[src/rtl/mem_arbiter_pkg.sv]
// Shared types for the urisc memory arbiter: owner encoding, read-return tag, burst counter helper.
package mem_arbiter_pkg;

  localparam int URISC_AW = 8;
  localparam int URISC_DW = 8;
  localparam int BURST_W  = 4;

  typedef enum logic {
    OWNER_CPU = 1'b0,
    OWNER_DBG = 1'b1
  } owner_e;

  typedef struct packed {
    logic   valid;
    owner_e owner;
  } rd_tag_t;

  function automatic logic [BURST_W-1:0] burst_inc(input logic [BURST_W-1:0] cnt,
                                                  input logic [BURST_W-1:0] max);
    return (cnt >= max) ? max : cnt + 1'b1;
  endfunction

endpackage

[src/rtl/mem_arbiter_if.sv]
// One requester port of the memory arbiter: request/address/data in, grant and read return out.
interface mem_arbiter_if
  import mem_arbiter_pkg::*;
#(
  parameter int AW = URISC_AW,
  parameter int DW = URISC_DW
);

  logic          req;
  logic          we;
  logic [AW-1:0] addr;
  logic [DW-1:0] wdata;
  logic          gnt;
  logic          rvalid;
  logic [DW-1:0] rdata;

  modport master (
    output req, we, addr, wdata,
    input  gnt, rvalid, rdata
  );

  modport slave (
    input  req, we, addr, wdata,
    output gnt, rvalid, rdata
  );

endinterface

[src/rtl/mem_arbiter_rd_tag_pipe.sv]
// DEPTH-stage shift register of {valid,owner} tags that tracks reads through the memory latency.
// Latency DEPTH cycles; no backpressure, one tag in and one out every cycle; async clear drops all.
module mem_arbiter_rd_tag_pipe
  import mem_arbiter_pkg::*;
#(
  parameter int DEPTH = 1
) (
  input  logic    i_clk,
  input  logic    i_rst_n,
  input  rd_tag_t i_tag,
  output rd_tag_t o_tag
);

  rd_tag_t r_stage [DEPTH];

  always_ff @(posedge i_clk or negedge i_rst_n) begin
    if (!i_rst_n) begin
      for (int i = 0; i < DEPTH; i++) begin
        r_stage[i] <= '0;
      end
    end else begin
      r_stage[0] <= i_tag;
      for (int i = 1; i < DEPTH; i++) begin
        r_stage[i] <= r_stage[i-1];
      end
    end
  end

  assign o_tag = r_stage[DEPTH-1];

endmodule

[src/rtl/mem_arbiter.sv]
// Shares one single-port memory between the CPU and DEBUG ports, one access per cycle, bounded bursts.
// Grant is combinational (0 cycles); read data returns MEM_LAT cycles after grant; a low gnt stalls.
module mem_arbiter
  import mem_arbiter_pkg::*;
#(
  parameter int AW        = URISC_AW,
  parameter int DW        = URISC_DW,
  parameter int MEM_LAT   = 1,
  parameter int MAX_BURST = 4
) (
  input  logic          i_clk,
  input  logic          i_rst_n,
  mem_arbiter_if.slave  cpu_if,
  mem_arbiter_if.slave  dbg_if,
  input  logic          i_dbg_lock,
  output logic [AW-1:0] o_mem_addr,
  output logic          o_mem_we,
  output logic [DW-1:0] o_mem_wdata,
  input  logic [DW-1:0] i_mem_rdata
);

  if (MEM_LAT < 1 || MEM_LAT > 4) begin : g_bad_mem_lat
    $error("mem_arbiter: MEM_LAT must be in 1..4");
  end
  if (MAX_BURST < 1 || MAX_BURST > 15) begin : g_bad_max_burst
    $error("mem_arbiter: MAX_BURST must be in 1..15");
  end

  localparam logic [BURST_W-1:0] MAX_B = BURST_W'(MAX_BURST);

  owner_e               r_last_owner;
  logic [BURST_W-1:0]   r_burst_cnt;
  logic [AW-1:0]        r_last_addr;
  logic [DW-1:0]        r_last_wdata;

  logic                 w_cpu_elig;
  logic                 w_dbg_elig;
  logic                 w_cpu_gnt;
  logic                 w_dbg_gnt;
  logic                 w_any_gnt;
  owner_e               w_owner;
  rd_tag_t              w_push_tag;
  rd_tag_t              w_tail_tag;

  // Grants are forced low during reset so the memory sees no access while rst_n is asserted.
  assign w_cpu_elig = i_rst_n & cpu_if.req & ~i_dbg_lock;
  assign w_dbg_elig = i_rst_n & dbg_if.req;

  always_comb begin
    w_owner = OWNER_CPU;
    if (w_cpu_elig && w_dbg_elig) begin
      if (r_burst_cnt < MAX_B) begin
        w_owner = r_last_owner;
      end else if (r_last_owner == OWNER_CPU) begin
        w_owner = OWNER_DBG;
      end else begin
        w_owner = OWNER_CPU;
      end
    end else if (w_dbg_elig) begin
      w_owner = OWNER_DBG;
    end
  end

  assign w_cpu_gnt = w_cpu_elig & (w_owner == OWNER_CPU);
  assign w_dbg_gnt = w_dbg_elig & (w_owner == OWNER_DBG);
  assign w_any_gnt = w_cpu_gnt | w_dbg_gnt;

  assign cpu_if.gnt = w_cpu_gnt;
  assign dbg_if.gnt = w_dbg_gnt;

  always_comb begin
    o_mem_addr  = r_last_addr;
    o_mem_wdata = r_last_wdata;
    o_mem_we    = 1'b0;
    if (w_cpu_gnt) begin
      o_mem_addr  = cpu_if.addr;
      o_mem_wdata = cpu_if.wdata;
      o_mem_we    = cpu_if.we;
    end else if (w_dbg_gnt) begin
      o_mem_addr  = dbg_if.addr;
      o_mem_wdata = dbg_if.wdata;
      o_mem_we    = dbg_if.we;
    end
  end

  // Locked DBG grants leave the fairness state alone so unlocking resumes where it left off.
  always_ff @(posedge i_clk or negedge i_rst_n) begin
    if (!i_rst_n) begin
      r_last_owner <= OWNER_CPU;
      r_burst_cnt  <= '0;
      r_last_addr  <= '0;
      r_last_wdata <= '0;
    end else if (w_any_gnt) begin
      r_last_addr  <= o_mem_addr;
      r_last_wdata <= o_mem_wdata;
      if (!i_dbg_lock) begin
        if (w_owner == r_last_owner) begin
          r_burst_cnt <= burst_inc(r_burst_cnt, MAX_B);
        end else begin
          r_last_owner <= w_owner;
          r_burst_cnt  <= BURST_W'(1);
        end
      end
    end else begin
      r_burst_cnt <= '0;
    end
  end

  assign w_push_tag.valid = w_any_gnt & ~o_mem_we;
  assign w_push_tag.owner = w_owner;

  mem_arbiter_rd_tag_pipe #(
    .DEPTH (MEM_LAT)
  ) u_rd_tag_pipe (
    .i_clk   (i_clk),
    .i_rst_n (i_rst_n),
    .i_tag   (w_push_tag),
    .o_tag   (w_tail_tag)
  );

  assign cpu_if.rvalid = w_tail_tag.valid & (w_tail_tag.owner == OWNER_CPU);
  assign dbg_if.rvalid = w_tail_tag.valid & (w_tail_tag.owner == OWNER_DBG);
  assign cpu_if.rdata  = i_mem_rdata;
  assign dbg_if.rdata  = i_mem_rdata;

endmodule

[src/flat_wrapper.sv]
// flat-port wrapper written by rule: the top's interface ports become plain ports
module mem_arbiter_flat import mem_arbiter_pkg::*;
#(
  parameter int AW        = URISC_AW,
  parameter int DW        = URISC_DW,
  parameter int MEM_LAT   = 1,
  parameter int MAX_BURST = 4
)
  (i_clk, i_rst_n, i_dbg_lock, o_mem_addr, o_mem_we, o_mem_wdata, i_mem_rdata, cpu_if_req, cpu_if_we, cpu_if_addr, cpu_if_wdata, cpu_if_gnt, cpu_if_rvalid, cpu_if_rdata, dbg_if_req, dbg_if_we, dbg_if_addr, dbg_if_wdata, dbg_if_gnt, dbg_if_rvalid, dbg_if_rdata);
  mem_arbiter_if #(.AW(AW), .DW(DW)) cpu_if_i ();
  mem_arbiter_if #(.AW(AW), .DW(DW)) dbg_if_i ();
  input  logic i_clk;
  input  logic i_rst_n;
  input  logic i_dbg_lock;
  output logic [AW-1:0] o_mem_addr;
  output logic o_mem_we;
  output logic [DW-1:0] o_mem_wdata;
  input  logic [DW-1:0] i_mem_rdata;
  input wire logic [$bits(cpu_if_i.req)-1:0] cpu_if_req;
  input wire logic [$bits(cpu_if_i.we)-1:0] cpu_if_we;
  input wire logic [$bits(cpu_if_i.addr)-1:0] cpu_if_addr;
  input wire logic [$bits(cpu_if_i.wdata)-1:0] cpu_if_wdata;
  output wire logic [$bits(cpu_if_i.gnt)-1:0] cpu_if_gnt;
  output wire logic [$bits(cpu_if_i.rvalid)-1:0] cpu_if_rvalid;
  output wire logic [$bits(cpu_if_i.rdata)-1:0] cpu_if_rdata;
  input wire logic [$bits(dbg_if_i.req)-1:0] dbg_if_req;
  input wire logic [$bits(dbg_if_i.we)-1:0] dbg_if_we;
  input wire logic [$bits(dbg_if_i.addr)-1:0] dbg_if_addr;
  input wire logic [$bits(dbg_if_i.wdata)-1:0] dbg_if_wdata;
  output wire logic [$bits(dbg_if_i.gnt)-1:0] dbg_if_gnt;
  output wire logic [$bits(dbg_if_i.rvalid)-1:0] dbg_if_rvalid;
  output wire logic [$bits(dbg_if_i.rdata)-1:0] dbg_if_rdata;
  assign cpu_if_i.req = cpu_if_req;
  assign cpu_if_i.we = cpu_if_we;
  assign cpu_if_i.addr = cpu_if_addr;
  assign cpu_if_i.wdata = cpu_if_wdata;
  assign cpu_if_gnt = cpu_if_i.gnt;
  assign cpu_if_rvalid = cpu_if_i.rvalid;
  assign cpu_if_rdata = cpu_if_i.rdata;
  assign dbg_if_i.req = dbg_if_req;
  assign dbg_if_i.we = dbg_if_we;
  assign dbg_if_i.addr = dbg_if_addr;
  assign dbg_if_i.wdata = dbg_if_wdata;
  assign dbg_if_gnt = dbg_if_i.gnt;
  assign dbg_if_rvalid = dbg_if_i.rvalid;
  assign dbg_if_rdata = dbg_if_i.rdata;
  mem_arbiter #(.AW(AW), .DW(DW), .MEM_LAT(MEM_LAT), .MAX_BURST(MAX_BURST)) u_core (.i_clk(i_clk), .i_rst_n(i_rst_n), .cpu_if(cpu_if_i), .dbg_if(dbg_if_i), .i_dbg_lock(i_dbg_lock), .o_mem_addr(o_mem_addr), .o_mem_we(o_mem_we), .o_mem_wdata(o_mem_wdata), .i_mem_rdata(i_mem_rdata));
endmodule
[config.mk]
export PLATFORM = sky130hd
export DESIGN_NAME = mem_arbiter_flat
export DESIGN_NICKNAME = d
export VERILOG_FILES = /design/src/rtl/mem_arbiter_pkg.sv /design/src/rtl/mem_arbiter_if.sv /design/src/rtl/mem_arbiter_rd_tag_pipe.sv /design/src/rtl/mem_arbiter.sv /design/src/flat_wrapper.sv
export SDC_FILE = /design/constraint.sdc
export NUM_CORES = 1
export LEC_CHECK = 0
export ABC_AREA = 1
export BUFFER_PORTS_ARGS = -buffer_cell sky130_fd_sc_hd__buf_2
export CAP_MARGIN = 25
export CORE_ASPECT_RATIO = 1.1
export CORE_MARGIN = 3
export CORE_UTILIZATION = 30
export CTS_BUF_LIST = sky130_fd_sc_hd__clkbuf_8
export DETAILED_ROUTE_END_ITERATION = 8
export GPL_TIMING_DRIVEN = 0
export SLEW_MARGIN = 20
export SYNTH_ARGS = -nofsm -noshare
export SYNTH_HDL_FRONTEND = slang
export SYNTH_SLANG_ARGS = --single-unit
[constraint.sdc]
create_clock -name i_clk -period 1.2 [get_ports i_clk]
set_clock_uncertainty 0.05 [all_clocks]
set_input_delay 0.12 -clock i_clk [delete_from_list [all_inputs] [get_ports i_clk]]
set_output_delay 0.12 -clock i_clk [all_outputs]
set_load 0.02 [all_outputs]
; After elaboration in Yosys (flattened, before gate mapping)
; Index checks and enable logic that the tools add are counted.
[totals]
output_inout_bits = 37
reg_bits = 23
word_cells = 41
[op_classes]
reduce_logical = 2
bitwise = 14
n_addsub = 1
n_eq_ne = 2
muxes = 14
magnitude_cmp = 2
[op_table]
columns = operator, count
row1 = two-way mux 8 bit, 4
row2 = two-way mux 4 bit, 4
row3 = AND 1 bit, 8
row4 = two-way mux 1 bit, 6
row5 = NOT 1 bit, 5
row6 = adder 4 x 1 -> 4 bit (second input constant), 1
row7 = greater-or-equal comparator 4 x 3 -> 1 bit (second input constant), 1
row8 = < comparator 4 x 3 -> 1 bit (second input constant), 1
row9 = AND reduction 3 bit, 1
row10 = != test 2 bit (second input constant), 1
row11 = equality test 1 bit, 1
row12 = logical AND 1 bit, 1
row13 = OR 1 bit, 1

; Longest topological paths before layout
[depth]
word_depth = 9
mapped_depth = 9
ltp_nobuf = 8

; By module
; A second synthesis with hierarchy kept.
[hier_totals]
hier_cells = 179
area_unflattened_um2 = 1413.9
[by_module_without_submodules]
columns = module, n_inst, area_each_um2, seq_area_each_um2, cells_per_inst
row1 = mem_arbiter, 1, 1363.8, 525.5, 177
row2 = mem_arbiter_rd_tag_pipe, 1, 50.0, 50.0, 2

; Least setup slack after synthesis
; Ideal clock, no wire load.
[synth_path]
path_type = flip-flop to output port
startpoint = reg u_core.r_burst_cnt[2]
endpoint = out o_mem_wdata[0]
arrival_ns = 1.260
path_buffers = 1
path_slack_ns = -0.230
t_required_ns = 1.030
stages_incl_launch_ff = 9
path_cell_list = dfrtp_1 nor2_1 nand2_1 nand3_4 nand2_4 inv_4 buf_6 nand2_2 nand3_1
[synth_via]
elab_chain_cells = 6
word_cells_on_any_way = 8
cone_classes = order compare: 1 / mux: 4 / bitwise: 3
[synth_rtl]
columns = element, line_no
row1 = from (decl), mem_arbiter.sv:32  ; logic [BURST_W-1:0] r_burst_cnt;
row2 = from (signal assigned), mem_arbiter.sv:98  ; r_burst_cnt <= burst_inc(r_burst_cnt, MAX_B);
row3 = < comparator 4 x 3 -> 1 bit, mem_arbiter.sv:52  ; if (r_burst_cnt < MAX_B) begin
row4 = two-way mux 1 bit, mem_arbiter.sv:52
row5 = two-way mux 1 bit, mem_arbiter.sv:51  ; if (w_cpu_elig && w_dbg_elig) begin
row6 = AND 1 bit, mem_arbiter.sv:65  ; assign w_dbg_gnt = w_dbg_elig & (w_owner == OWNER_DBG);
row7 = via dbg_if_gnt, flat_wrapper.sv:30  ; output wire logic [$bits(dbg_if_i.gnt)-1:0] dbg_if_gnt;
row8 = two-way mux 8 bit, mem_arbiter.sv:79  ; end else if (w_dbg_gnt) begin
row9 = two-way mux 8 bit, mem_arbiter.sv:75  ; if (w_cpu_gnt) begin
row10 = to (decl), flat_wrapper.sv:17  ; output logic [DW-1:0] o_mem_wdata;
; The timed path passes the listed nets, and every way through them passes these cells.

; Worst setup path after layout
[layout_path]
startpoint = reg u_core.r_burst_cnt[2]
endpoint = out o_mem_wdata[1]
[layout_via]
elab_chain_cells = 6
word_cells_on_any_way = 8
cone_classes = order compare: 1 / mux: 4 / bitwise: 3
[layout_rtl]
columns = element, line_no
row1 = < comparator 4 x 3 -> 1 bit *, mem_arbiter.sv:52
row2 = two-way mux 1 bit *, mem_arbiter.sv:52
row3 = two-way mux 1 bit *, mem_arbiter.sv:51
row4 = AND 1 bit or NOT 1 bit (tied branches), "mem_arbiter.sv:65, mem_arbiter.sv:64"
row5 = two-way mux 8 bit or AND 1 bit (tied branches), "mem_arbiter.sv:79, mem_arbiter.sv:64"
row6 = two-way mux 8 bit *, mem_arbiter.sv:75
; Mark *: on every way between the ends. The rest lies on a longest branch, timed or not.

==> results.txt <==
----------------------------------------------------
[Run status]
  Run status ... finished, violations left
  Violated checks ... negative setup slack

[Clock network]
  Num CTS Buffers ... 3
  TritonCTS clock tree ... done
  Root Buffer Master ... sky130_fd_sc_hd__clkbuf_8
  Reg clk slew, reported paths ... around 0.08 ns
  Deepest level of the CTS H-tree ... 1
  Maximum buffer depth of the clock tree ... 2
  Clock Latency Late Sink ... between 0.2 and 0.3 ns
  Count of clock tree sinks ... 23

[Logic synthesis]
  Synth Cell Area ... 1380 µm²
  Warnings, synthesis ... 0
  Count of different cell masters after synthesis ... 20
  Post-synth top flop ... sky130_fd_sc_hd__dfrtp_1
  Area fraction of the dominant cell type after synthesis ... between 40% and 50%
  Ys async rst share ... 100%
  Cell types occupying the most area after synthesis ... sky130_fd_sc_hd__dfrtp_1 (42%), sky130_fd_sc_hd__nand3_1 (20%), sky130_fd_sc_hd__nand2_1 (11%)
  Syn Inst Count ... roughly 180
  Portion of the post-synthesis area used by sequential elements ... a little over two fifths
  Most used standard cell by instance count after synthesis ... sky130_fd_sc_hd__nand3_1
  Library cell with the largest summed area after synthesis ... sky130_fd_sc_hd__dfrtp_1
  Synthesized netlist net count ... 225
  Number of enable-type register cells in the synthesized netlist ... 0
  Average cell area after synthesis ... a little under 8 µm²
  Number of storage elements in the synthesis netlist ... 23
  Commonest cells post-synth ... sky130_fd_sc_hd__nand3_1 (54), sky130_fd_sc_hd__nand2_1 (42), sky130_fd_sc_hd__dfrtp_1 (23), sky130_fd_sc_hd__buf_4 (17), sky130_fd_sc_hd__inv_1 (10)

[Worst setup path]
  Worst setup EP type ... output port
  Crit Path Class ... register to output port
  Biggest fanout along the worst timing path ... 11
  FF-to-FF setup slack ... -0.25 ns
  Critical path launch point type ... register
  Required time of the critical path ... 1.03 ns
  CP arrival ... 1.61 ns

[Pwr]
  Power per standard cell area ... ~970 nW/µm²
  Static Leak ... 1.35 nW
  Maximum VDD drop ... 0.519 mV
  Total power ... approximately 2.3 mW

[STA]
  Final period util ... 148%
  Slew at the pin closest to its max-slew limit ... a little over 0.5 ns
  Fin crit period ... roughly 1.8 ns
  Fin Hold WS ... between 0.06 and 0.07 ns
  Worst path setup slack after routing ... -0.580 ns
  Final-report setup violation count ... 41
  Worst relative slew slack ... 65.5%
  Final Max Slew Viols ... 0
  Final-report hold violation count ... 0
  Unrepaired setup endpoints after global routing ... yes
  Max Freq ... approximately 560 MHz

[Global route]
  All-Layer GR Usage ... a little over an eighth
  Largest net degree at the start of global routing ... 24
  Remaining global-route overflow ... 0
  Number of antenna violations at the first check in global routing ... 0
  Via count of the first global-routing pass ... 1362
  Wire length of the first global-routing pass ... around 6.1 mm

[Floorplanning]
  Row cnt ... 25
  Core region area ... approximately 4400 µm²
  Initial cell density of the core ... a little under a third
  Chip height ... 77.2 µm
  Number of top-level design ports ... 84
  Area of the die ... about 5500 µm²
  Die outline width ... 70.7 µm

[Final layout]
  Fraction of final layout cells with drive strength greater than 1 ... roughly three fifths
  Filler-free cell count of the finished design ... 320
  ANT cells ... 0
  Net count of the finished layout ... around 320
  Layout-stage area growth over the synthesis result ... 74.5%
  Layout fillers ... between 400 and 500
  Multi-input gate area in the final layout ... about 900 µm²
  Storage element area ... 576 µm²

[Placement]
  Number of placed cells counting well taps ... around 300
  # port buffers ... 75
  Final weighted congestion in routability-driven placement ... 0.800
  HPWL Detailed ... ~2.8 mm

[Detailed routing]
  Iter 0 DRT Violations ... 55
  Number of detailed-routing iterations run before antenna repair ... 4
  Count of unresolved DRC violations after routing ... 0
  Total wirelength of the detailed-routed design ... roughly 3.9 mm
  Antenna violation net count after detailed routing ... 0
  Detailed-route via count ... between 1k and 1.5k
  Via-per-instance ratio ... 4.51
  Average routed wire per standard cell ... between 10 and 15 µm

[Flow run]
  Max-cap check violation count ... 0

[Min path]
  Type of the most critical hold path ... input pin to register

----------------------------------------------------
==> repair_timing <==
action                                  CTS  global route
hold buffers                              1             1
buffers inserted                          5             2
endpoints found under the setup margin   41            41
endpoints found under the hold margin    23            23
pin swaps                                 1             2
cloned                                    0             1
gates resized for setup                  37            19
==> flip-flops by register name, indices dropped and copies added, names as in the netlist <==
name	cells
u_core.r_last_addr	8
u_core.r_last_wdata	8
u_core.r_burst_cnt	4
u_core.u_rd_tag_pipe.o_tag	2
u_core.r_last_owner	1
==> metal layers <==
metal  vias up  track usage [%]  part of all wire (%)
met2        54             22.2                    50
met1       639             18.2                    42
met4         0             2.63                  0.36
li1        748                -                     -
met3         2             3.28                   7.6
met5         -                0                     0
==> cells by family (layout without fill, tap and decap cells) <==
logic type,after synthesis,count (layout),synth area share (%)
AND/OR/NAND/NOR,115,115,40.7
buffers and inverters,34,123,15.3
flip-flops,23,23,41.7
AO/OA/AOI/OAI,4,4,1.45
adder cells (fa/ha/maj),1,1,0.906
==> power breakdown <==
part / total, mW / leakage (nW) / switching, mW / internal (mW)
Combinational: 0.960 / 1.03 / 0.514 / 0.445
Clock: 0.480 / 0.0255 / 0.248 / 0.231
Sequential: 0.899 / 0.290 / 0.0317 / 0.867
Total: 2.34 / 1.35 / 0.794 / 1.54
==> cell type report <==
type,count,area share [%]
Buffer,21,7.89
Clock inverter,1,0.208
Multi-Input combinational cell,120,37.5
Sequential cell,23,23.9
Clock buffer,3,1.71
Inverter,13,2.34
Timing Repair Buffer,85,23.7
Tap cell,54,2.80
==> path summary, 6_finish.rpt <==
| path | startpoint | end | cells after the start |
|---|---|---|---|
| worst max-delay path | u_core.r_burst_cnt[2] | o_mem_wdata[1] | 10 |
| worst min-delay path | dbg_if_addr[3] | u_core.r_last_addr[3] | 3 |
| worst max register to register | u_core.r_burst_cnt[2] | u_core.r_burst_cnt[2] | 10 |
| worst min register to register | u_core.r_last_addr[0] | u_core.r_last_addr[0] | 2 |
| max in group asynchronous | i_rst_n | u_core.r_burst_cnt[2] | 3 |
| min in group asynchronous | i_rst_n | u_core.u_rd_tag_pipe.o_tag[0] | 3 |
==> cell usage in the layout (no fill, tap or decap) <==
cell and instances:
sky130_fd_sc_hd__inv_1 8, sky130_fd_sc_hd__nand3_1 23, sky130_fd_sc_hd__clkbuf_8 3, sky130_fd_sc_hd__nand3_2 20
sky130_fd_sc_hd__o21ai_1 1, sky130_fd_sc_hd__buf_8 1, sky130_fd_sc_hd__nor2_8 1, sky130_fd_sc_hd__clkbuf_16 1
sky130_fd_sc_hd__nand2_4 8, sky130_fd_sc_hd__inv_8 1, sky130_fd_sc_hd__clkinv_2 1, sky130_fd_sc_hd__a21oi_1 1
sky130_fd_sc_hd__buf_4 28, sky130_fd_sc_hd__dlygate4sd3_1 1, sky130_fd_sc_hd__buf_12 3, sky130_fd_sc_hd__nand2_1 37
sky130_fd_sc_hd__nand3_4 12, sky130_fd_sc_hd__buf_2 59, sky130_fd_sc_hd__nand2_2 5, sky130_fd_sc_hd__nor2_1 4
sky130_fd_sc_hd__inv_2 4, sky130_fd_sc_hd__nor2_4 1, sky130_fd_sc_hd__nor3_1 1, sky130_fd_sc_hd__nand3b_1 1
sky130_fd_sc_hd__buf_6 13, sky130_fd_sc_hd__nand2_8 1, sky130_fd_sc_hd__dfrtp_1 23, sky130_fd_sc_hd__o21ai_0 2
sky130_fd_sc_hd__nor2_2 1, sky130_fd_sc_hd__ha_1 1
==> metrics by stage <==
stage	utilization, %	area (µm²)	worst slack [ns]	TNS (ns)
3_3_place_gp	47.4	2070	-0.826	-28.85
6_report	55.1	2410	-0.580	-13.85
4_1_cts	52.4	2290	-0.573	-17.05
3_5_place_dp	47.4	2070	-0.843	-29.28
2_1_floorplan	-	1630	-0.0971	-2.37
5_1_grt	55.1	2410	-0.653	-16.78
==> critical path: stages, from the launching register on <==
cell                        delay [ns]
sky130_fd_sc_hd__dfrtp_1          0.41
sky130_fd_sc_hd__inv_1            0.08
sky130_fd_sc_hd__nand2_2          0.06
sky130_fd_sc_hd__nand2_2          0.09
sky130_fd_sc_hd__nand3_4          0.10
sky130_fd_sc_hd__nand2_8          0.12
sky130_fd_sc_hd__inv_8            0.06
sky130_fd_sc_hd__clkbuf_16        0.16
sky130_fd_sc_hd__nand2_4          0.07
sky130_fd_sc_hd__nand3_4          0.06
sky130_fd_sc_hd__buf_6            0.13
(Power assumes the default switching activity.)
